### config.mk
export PLATFORM = sky130hd
export DESIGN_NAME = alu_cmd_queue
export DESIGN_NICKNAME = d
export VERILOG_FILES = /design/src/rtl/alu_pkg.sv /design/src/rtl/alu_cmd_fifo_mem.sv /design/src/rtl/alu_cmd_queue.sv
export SDC_FILE = /design/constraint.sdc
export NUM_CORES = 1
export LEC_CHECK = 0
export ABC_AREA = 1
export ABC_CLOCK_PERIOD_IN_PS = 2900
export BUFFER_PORTS_ARGS = -buffer_cell sky130_fd_sc_hd__buf_2
export CAP_MARGIN = 20
export CORE_ASPECT_RATIO = 1.4
export CORE_MARGIN = 2
export CORE_UTILIZATION = 24
export CTS_BUF_LIST = sky130_fd_sc_hd__clkbuf_4
export CTS_CLUSTER_DIAMETER = 200
export CTS_CLUSTER_SIZE = 25
export DETAILED_ROUTE_END_ITERATION = 6
export PLACE_DENSITY = 0.48
export SYNTH_ARGS = -nofsm -noshare
export SYNTH_HDL_FRONTEND = slang
export SYNTH_SLANG_ARGS = --single-unit
### constraint.sdc
create_clock -name i_clk -period 2.9 [get_ports i_clk]
set_input_delay 0.725 -clock i_clk [delete_from_list [all_inputs] [get_ports i_clk]]
set_output_delay 0.725 -clock i_clk [all_outputs]
set_load 0.005 [all_outputs]
### src/rtl/alu_pkg.sv
// Shared definitions for new_alu and its command queue: widths, op codes, command record.
package alu_pkg;

   localparam int unsigned ALU_N = 4;
   localparam int unsigned ALU_M = 8;
   localparam int unsigned ALU_K = 8;

   localparam logic [ALU_N-1:0] OP_SHR_NOTB  = 4'b0000;
   localparam logic [ALU_N-1:0] OP_SHL       = 4'b0001;
   localparam logic [ALU_N-1:0] OP_ADD       = 4'b0010;
   localparam logic [ALU_N-1:0] OP_SUB       = 4'b0011;
   localparam logic [ALU_N-1:0] OP_AND       = 4'b0100;
   localparam logic [ALU_N-1:0] OP_OR        = 4'b0101;
   localparam logic [ALU_N-1:0] OP_XOR       = 4'b0110;
   localparam logic [ALU_N-1:0] OP_NOT_A     = 4'b0111;
   localparam logic [ALU_N-1:0] OP_MUL_LO    = 4'b1000;
   localparam logic [ALU_N-1:0] OP_MUL_HI    = 4'b1001;
   localparam logic [ALU_N-1:0] OP_ABS_A     = 4'b1010;
   localparam logic [ALU_N-1:0] OP_NOT_ABS_B = 4'b1011;
   localparam logic [ALU_N-1:0] OP_MAX       = OP_NOT_ABS_B;

   typedef struct packed {
      logic [ALU_N-1:0] op;
      logic [ALU_M-1:0] arg_A;
      logic [ALU_M-1:0] arg_B;
   } alu_cmd_t;

endpackage

### src/rtl/alu_cmd_fifo_mem.sv
// DEPTH-entry command storage with separate occupancy count and synchronous flush.
module alu_cmd_fifo_mem
   import alu_pkg::*;
#(
   parameter int unsigned DEPTH = 4,
   parameter type cmd_t = alu_cmd_t
) (
   input  logic                   clk_i,
   input  logic                   reset_i,
   input  logic                   push_i,
   input  logic                   pop_i,
   input  logic                   flush_i,
   input  cmd_t                   wdata_i,
   output cmd_t                   rdata_o,
   output logic [$clog2(DEPTH):0] count_o,
   output logic                   full_o,
   output logic                   empty_o
);

   localparam int unsigned PW = $clog2(DEPTH);
   localparam logic [PW:0] FullCount = DEPTH[PW:0];

   cmd_t            mem_q [DEPTH];
   logic [PW-1:0]   wr_ptr_q, wr_ptr_d;
   logic [PW-1:0]   rd_ptr_q, rd_ptr_d;
   logic [PW:0]     count_q, count_d;
   logic            do_push, do_pop;

   assign full_o  = (count_q == FullCount);
   assign empty_o = (count_q == '0);
   assign count_o = count_q;
   assign rdata_o = mem_q[rd_ptr_q];

   always_comb begin
      do_push  = push_i & ~full_o & ~flush_i;
      do_pop   = pop_i & ~empty_o & ~flush_i;
      wr_ptr_d = wr_ptr_q;
      rd_ptr_d = rd_ptr_q;
      count_d  = count_q;
      if (flush_i) begin
         wr_ptr_d = '0;
         rd_ptr_d = '0;
         count_d  = '0;
      end else begin
         // Pointers wrap naturally since DEPTH is a power of two.
         if (do_push) wr_ptr_d = wr_ptr_q + 1'b1;
         if (do_pop)  rd_ptr_d = rd_ptr_q + 1'b1;
         unique case ({do_push, do_pop})
            2'b10:   count_d = count_q + 1'b1;
            2'b01:   count_d = count_q - 1'b1;
            default: count_d = count_q;
         endcase
      end
   end

   always_ff @(posedge clk_i or posedge reset_i) begin
      if (reset_i) begin
         wr_ptr_q <= '0;
         rd_ptr_q <= '0;
         count_q  <= '0;
      end else begin
         wr_ptr_q <= wr_ptr_d;
         rd_ptr_q <= rd_ptr_d;
         count_q  <= count_d;
      end
   end

   always_ff @(posedge clk_i) begin
      if (do_push) mem_q[wr_ptr_q] <= wdata_i;
   end

endmodule

### src/rtl/alu_cmd_queue.sv
// Command buffer feeding new_alu: handshake, illegal-op filter, stall-aware issue register.
// Define ALU_CMD_QUEUE_BYPASS_EN to let a command skip storage when the queue is empty.
module alu_cmd_queue
   import alu_pkg::*;
#(
   parameter int unsigned     N      = ALU_N,
   parameter int unsigned     M      = ALU_M,
   parameter int unsigned     DEPTH  = 4,
   parameter logic [N-1:0]    OP_MAX = alu_pkg::OP_MAX
) (
   input  logic                   i_clk,
   input  logic                   i_reset,
   input  logic                   i_valid,
   output logic                   o_ready,
   input  logic [N-1:0]           i_op,
   input  logic [M-1:0]           i_arg_A,
   input  logic [M-1:0]           i_arg_B,
   input  logic                   i_stall,
   input  logic                   i_flush,
   output logic [N-1:0]           o_op,
   output logic [M-1:0]           o_arg_A,
   output logic [M-1:0]           o_arg_B,
   output logic                   o_issue,
   output logic                   o_illegal,
   output logic [$clog2(DEPTH):0] o_count,
   output logic                   o_empty
);

   typedef struct packed {
      logic [N-1:0] op;
      logic [M-1:0] arg_A;
      logic [M-1:0] arg_B;
   } cmd_t;

   cmd_t         in_cmd, head_cmd;
   logic         full, empty;
   logic         accept, legal, push, pop, bypass;
   logic [N-1:0] op_q;
   logic [M-1:0] arg_a_q, arg_b_q;
   logic         issue_q, illegal_q;

   assign in_cmd = '{op: i_op, arg_A: i_arg_A, arg_B: i_arg_B};

   // Ready depends only on occupancy, so a full queue never refills on the pop edge.
   assign o_ready = ~full & ~i_reset;

   always_comb begin
      accept = i_valid & o_ready;
      legal  = (i_op <= OP_MAX);
`ifdef ALU_CMD_QUEUE_BYPASS_EN
      bypass = empty & accept & legal & ~i_stall & ~i_flush;
`else
      bypass = 1'b0;
`endif
      push   = accept & legal & ~i_flush & ~bypass;
      pop    = ~empty & ~i_stall & ~i_flush;
   end

   alu_cmd_fifo_mem #(
      .DEPTH (DEPTH),
      .cmd_t (cmd_t)
   ) u_fifo (
      .clk_i   (i_clk),
      .reset_i (i_reset),
      .push_i  (push),
      .pop_i   (pop),
      .flush_i (i_flush),
      .wdata_i (in_cmd),
      .rdata_o (head_cmd),
      .count_o (o_count),
      .full_o  (full),
      .empty_o (empty)
   );

   always_ff @(posedge i_clk or posedge i_reset) begin
      if (i_reset) begin
         op_q      <= '0;
         arg_a_q   <= '0;
         arg_b_q   <= '0;
         issue_q   <= 1'b0;
         illegal_q <= 1'b0;
      end else begin
         issue_q   <= pop | bypass;
         illegal_q <= accept & ~legal;
         if (bypass) begin
            op_q    <= in_cmd.op;
            arg_a_q <= in_cmd.arg_A;
            arg_b_q <= in_cmd.arg_B;
         end else if (pop) begin
            op_q    <= head_cmd.op;
            arg_a_q <= head_cmd.arg_A;
            arg_b_q <= head_cmd.arg_B;
         end
      end
   end

   assign o_op      = op_q;
   assign o_arg_A   = arg_a_q;
   assign o_arg_B   = arg_b_q;
   assign o_issue   = issue_q;
   assign o_illegal = illegal_q;
   assign o_empty   = empty;

endmodule

==> results of run 1 <==
-- sequential cells by signal, summed over array words and instances, names as in the netlist --
| name | cells |
|---|---|
| u_fifo.count_o | 3 |
| o_arg_B | 8 |
| o_arg_A | 8 |
| u_fifo.rd_ptr_q | 2 |
| o_illegal | 1 |
| u_fifo.wr_ptr_q | 2 |
| o_op | 4 |
| u_fifo.mem_q | 80 |
| o_issue | 1 |
-- final timing paths --
kind / from / slack (ns) / depth (start not counted) / to
max in group asynchronous: i_reset / 2.19 / 3 / o_arg_A[0]
setup reg to reg: u_fifo.count_o[0] / 0.73 / 12 / u_fifo.count_o[2]
hold / removal: i_reset / 0.38 / 3 / u_fifo.rd_ptr_q[1]
min in group i_clk: i_arg_A[4] / 0.47 / 1 / u_fifo.mem_q[1][12]
hold reg to reg: o_arg_B[7] / 0.49 / 2 / o_arg_B[7]
setup / recovery: u_fifo.count_o[0] / 0.73 / 12 / u_fifo.count_o[2]
-- cells in the final DEF (no fill, tap or decap) --
cell	synthesis	layout
edfxtp_1	80	80
nand2_1	76	76
buf_2	6	51
o21ai_0	43	43
nor2_1	46	42
dfrtp_1	29	29
o22ai_1	20	20
inv_1	15	15
buf_4	0	14
clkbuf_4	0	10
nand3_1	6	6
nor2_2	1	5
a21oi_1	4	4
ha_1	4	4
nand2_2	3	3
inv_6	0	3
inv_2	2	2
clkinv_2	0	2
diode_2	0	1
nand4_1	1	1
nor2_8	1	1
nand4_2	1	1
xnor2_1	1	1
fa_1	1	1
clkinvlp_4	0	1
-- per-layer routing --
| layer | vias up | GRT usage (%) | wire (um) |
|---|---|---|---|
| met1 | 1327 | 12.0 | 3840 |
| li1 | 1328 | - | - |
| met3 | 20 | 3.26 | 549 |
| met4 | 2 | 5.84 | 254 |
| met5 | - | 0 | 11 |
| met2 | 67 | 19.2 | 5160 |
-- final cells by class --
| type | instances | area, um2 | area share, % |
|---|---|---|---|
| inverters | 17 | 63.8 | 1.28 |
| repair buffers | 65 | 360 | 7.25 |
| multi-input cells | 208 | 1000 | 20.1 |
| well taps | 236 | 295 | 5.94 |
| clock buffers | 10 | 75.1 | 1.51 |
| flip-flops and latches | 109 | 3130 | 62.9 |
| diodes | 1 | 2.50 | 0.0504 |
| clock inverters | 6 | 43.8 | 0.881 |
-- critical path, delay by kind of cell, from the launching register on --
family / cells / cell delay [ns]
and+or+nand+nor: 8 / 0.84
DFF: 1 / 0.50
adders and majority gates: 1 / 0.37
xor gates and xnor gates: 1 / 0.21
buffers and inverters: 2 / 0.13
-- cells by family (layout without fill, tap and decap cells) --
logic type,Yosys count,after routing
buffers and inverters,33,98
XOR/XNOR,1,1
flip-flops,109,109
other,0,1
AND/OR/NAND/NOR,135,135
AO/OA/AOI/OAI,67,67
adder cells (fa/ha/maj),5,5
-- report_power, final --
group,switching [W],internal [W],total (W)
registers,0.000113,0.00186,0.00197
logic,0.000570,0.000350,0.000920
clock network,0.000508,0.000193,0.000701
total,0.00119,0.00240,0.00359
-- through the flow --
stage / total power [W] / TNS (ns) / setup slack (ns) / cells
floorplan: 0.00255 / -6.64 / -0.0830 / 350
global placement: 0.00294 / 0 / 0.432 / 635
detailed placement: 0.00295 / 0 / 0.386 / 635
CTS: 0.00365 / 0 / 0.734 / 651
global route: 0.00386 / 0 / 0.508 / 652
finish: 0.00359 / 0 / 0.731 / 652
==> flow_summary.json, run 1 <==
{
  "hold_slack_ns": 0.378,
  "synth.top_cells.by_area": "edfxtp_1 57%, dfrtp_1 17%, nand2_1 6.7%",
  "outcome": "finished, final reports clean",
  "rsz0062_at_grt": "false",
  "yosys.area_share.simple_pct": 13.0,
  "synth-main-ff-cell": "edfxtp_1",
  "std_cell_rows": 57,
  "grt.total_usage_pct": 11.1,
  "required_ns": 3.26,
  "netlist.area_leader.share_pct": 56.5,
  "synthAdderAreaFrac_pct": 1.65,
  "hold_viol_final": 0,
  "muxShareOfSynthArea_pct": 0,
  "cts.clk_slew.worst_paths_ns": 0.17,
  "syn_avg_cell_area_um2": 12.1,
  "synth_xor_area_share_pct": 0.206,
  "clock_skew_ns": 0.0261,
  "drive_above_1_share_pct": 22.4,
  "yosys_warnings": 0,
  "grt_start_max_net_pins": 42,
  "setup_violations": 0,
  "syn-instance-count": 350,
  "critical_path_class": "reg2reg",
  "gp_congestion": 0.756,
  "grt-ovfl-total": 0,
  "slew_headroom_pct": 49.7,
  "synth_top_family_by_area": "simple AND/OR/NAND/NOR gates",
  "synth_top_cells_by_count": "80 x edfxtp_1, 76 x nand2_1, 46 x nor2_1, 43 x o21ai_0, 29 x dfrtp_1",
  "dieHeight_um": 161,
  "syn-num-nets": 380,
  "ant_nets": 0,
  "cp_max_fo": 7,
  "final_util_pct": 28.7,
  "worst_slew_pin_slew_ns": 0.754,
  "cts-root-buf": "clkbuf_4",
  "numCtsBuffers": 9,
  "num_vias": 2744,
  "synth-compound-area-share_pct": 8.48,
  "synth_edf_count": 80,
  "slowest_stage": "dfrtp_1",
  "core_um2": 17300,
  "dieArea_um2": 18800,
  "antenna_found_initial": 2,
  "arrival_ns": 2.53,
  "clk_latency_ns": 0.46,
  "p_per_area_nw_per_um2": 723,
  "vdd_drop_max_mv": 0.204,
  "syn-cell-area_um2": 4250,
  "cts_max_level": 3,
  "yosysMostFrequentCell": "edfxtp_1",
  "synth_cell_types": 20,
  "area_growth_pct": 16.9,
  "async_flop_share_pct": 26.6,
  "finalWirelength_um": 9810,
  "min_path_type": "in2async",
  "cp_cell_sequence": "nor2_2 > nand2_1 > nand4_2 > nand2_1 > inv_1 > fa_1 > xnor2_1 > inv_1 > nand2_1 > nand2_1 > nand3_1 > nand2_1",
  "dpl_cell_area_um2": 4850,
  "vias_per_cell": 4.21,
  "design_area_um2": 4970,
  "first_iter_violations": 137,
  "crit_top_cell": "nand2_1",
  "portBuffers": 51,
  "first_pass_iters": 6,
  "dp_hpwl_um": 6200,
  "start_kind": "flip-flop",
  "cpPeakStageDelay_ns": 0.50,
  "final.min_clock_period_ns": 2.17,
  "fin_nets": 440,
  "ioPinCount": 52,
  "p_leak_nw": 1.99,
  "cap_violations": 0,
  "fmax_ghz": 0.461,
  "finalCritPeriodShare_pct": 74.8,
  "nFillCells": 1796,
  "grt_pass1_wl_um": 15300,
  "cp-end-kind": "flip-flop",
  "synth_top_area_cell": "edfxtp_1",
  "grt_pass1_vias": 2824,
  "synth-seq-cells": 109,
  "ctsHoldBuffers": 0,
  "drc_errors": 0,
  "cts.sinks": 109,
  "cts_tree": "yes",
  "maxSlewViolCount": 0,
  "start_util_pct": 24.5,
  "wl_per_cell_um": 15.0,
  "cts.repair_timing.setup_buffer_count": 0,
  "cts_resized": 0,
  "ys_seq_area_share_pct": 73.6,
  "clockBufferDepth": 2,
  "die_w_um": 116
}
Power figures use the tool's default switching activity.
==> run 2, diff against run 1 <==
ABC_CLOCK_PERIOD_IN_PS = 2100   (was 2900)
clock period = 2.1 ns   (was 2.9 ns; I/O delays follow)
==> run 2 against run 1 <==
Global-route usage up 0.32 points; design area up 2.7%; critical endpoint unchanged; clock power up 39%; highest routed layer is now met4.
==> flow_summary.json, run 2 (synthesis gave the netlist of run 1 again) <==
{
  "std_cell_rows": 57,
  "rsz0062_at_grt": "false",
  "vias_per_cell": 4.25,
  "fin_ws_ns": 0.211,
  "setup_violations": 0,
  "fmax_ghz": 0.529,
  "regArea_um2": 3130,
  "drt-met1-wl_um": 4380,
  "route.met2.wl_um": 4960,
  "cts.sinks": 109,
  "area_growth_pct": 20.1,
  "wl_met3_um": 452,
  "nFillCells": 1767,
  "layout_common_cells": "80 x edfxtp_1, 75 x nand2_1, 51 x buf_2",
  "arrival_ns": 2.26,
  "drc_errors": 0,
  "rrSetupSlack_ns": 0.21,
  "ioPinCount": 52,
  "placedCellCount": 639,
  "instances_no_fill": 657,
  "cts-root-buf": "clkbuf_4",
  "cp_max_fo": 4,
  "cts_max_level": 3,
  "grt_start_max_net_pins": 42,
  "clock_skew_ns": 0.0148,
  "die_w_um": 116,
  "hold_viol_final": 0,
  "reg2reg_from": "u_fifo.count_o[1]",
  "antenna_found_initial": 2,
  "first_pass_iters": 4,
  "drive_above_1_share_pct": 24.6,
  "critical_path_class": "reg2reg",
  "maxUsedRoutingLayer": "met4",
  "largest_register_ff_count": 80,
  "required_ns": 2.47,
  "maxSlewViolCount": 0,
  "p_per_area_nw_per_um2": 992,
  "place_ws_ns": 0.0144,
  "multi_input_area_um2": 1030,
  "min_path_type": "in2async",
  "dieHeight_um": 161,
  "grt_pass1_vias": 2905,
  "numCtsBuffers": 9,
  "ant_nets": 0,
  "fin_tns_setup_ns": 0,
  "grt_pass1_wl_um": 16000,
  "core_um2": 17300,
  "first_iter_violations": 105,
  "top_register": "u_fifo.mem_q",
  "grt-ovfl-total": 0,
  "dieArea_um2": 18800,
  "outcome": "finished, final reports clean",
  "cp-end-kind": "flip-flop",
  "portBuffers": 51,
  "cap_violations": 0,
  "startpoint": "u_fifo.count_o[1]",
  "start_util_pct": 24.5,
  "fin_nets": 444,
  "vdd_drop_max_mv": 0.264,
  "final.min_clock_period_ns": 1.89,
  "slew_headroom_pct": 70.2,
  "final_common_cell": "edfxtp_1",
  "clockBufferDepth": 2,
  "dp_hpwl_um": 6270,
  "cts.clk_slew.worst_paths_ns": 0.17,
  "grt.total_usage_pct": 11.4,
  "wl_per_cell_um": 15.2,
  "gp_congestion": 0.711,
  "num_vias": 2791,
  "finalWirelength_um": 9980,
  "p_leak_nw": 2.01,
  "worst_slew_pin_slew_ns": 0.447,
  "clk_latency_ns": 0.45,
  "finalCritPeriodShare_pct": 90.0,
  "start_kind": "flip-flop",
  "cts_tree": "yes"
}
run 2: cell count changes in the layout (fill, tap and decap cells not counted), moves of 2 or more:
| cell | change |
|---|---|
| buf_12 | +5 |
| clkinv_4 | +3 |
| inv_1 | -2 |
| inv_6 | -2 |
run 2: worst max-delay path, stage by stage, from the launching register on:
cell and delay, ns:
dfrtp_2 0.48, nor2_4 0.14, nand2_2 0.09, nand2_2 0.13, nor2_8 0.04, nand2_2 0.08, inv_2 0.05, fa_2 0.36
xnor2_2 0.15, inv_1 0.05, nand2_1 0.06, nand2_1 0.06, nand3_1 0.06, nand2_1 0.05
run 2: worst paths after layout:
| check | endpoint | cells past startpoint |
|---|---|---|
| hold reg to reg | o_arg_B[3] | 2 |
| min in group i_clk | u_fifo.mem_q[0][12] | 1 |
| hold / removal | o_op[0] | 3 |
| setup / recovery | u_fifo.count_o[2] | 13 |
| setup reg to reg | u_fifo.count_o[2] | 13 |
| max in group asynchronous | u_fifo.count_o[1] | 3 |
run 2: layer usage:
| metal | vias up | global-route usage (%) |
|---|---|---|
| met3 | 12 | 2.85 |
| met5 | - | 0 |
| met2 | 62 | 18.7 |
| met1 | 1375 | 14.2 |
| met4 | 0 | 4.44 |
| li1 | 1342 | - |
run 2: what timing repair did:
action,in CTS,in global routing
resized for setup,0,4
endpoints found under the setup margin,0,3
hold buffers,0,0
buffers inserted,0,0
run 2: power by group:
part	switching [W]	internal, W	leakage (nW)	total [W]
clock	0.000711	0.000261	0.0684	0.000972
combinational	0.000825	0.000545	0.857	0.00137
sequential	0.000156	0.00257	1.09	0.00272
run 2: layout make-up:
cell class              instances  share of cell area (%)
inverters                      17                    1.37
well taps                     236                    5.78
clock buffers                   9                    1.32
repair buffers                 69                    8.87
multi-input cells             208                    20.1
clock inverters                 7                    1.15
flip-flops and latches        109                    61.3
diodes                          2                  0.0980
run 2: stage by stage:
step | power [W] | hold WS, ns | area, um2 | utilization [%]
2_1_floorplan | 0.00354 | 0.455 | 4290 | -
4_1_cts | 0.00514 | 0.178 | 5090 | 29.4
3_5_place_dp | 0.00416 | 0.461 | 4970 | 28.7
3_3_place_gp | 0.00412 | 0.463 | 4970 | 28.7
6_report | 0.00506 | 0.212 | 5110 | 29.5
5_1_grt | 0.00544 | 0.184 | 5100 | 29.4
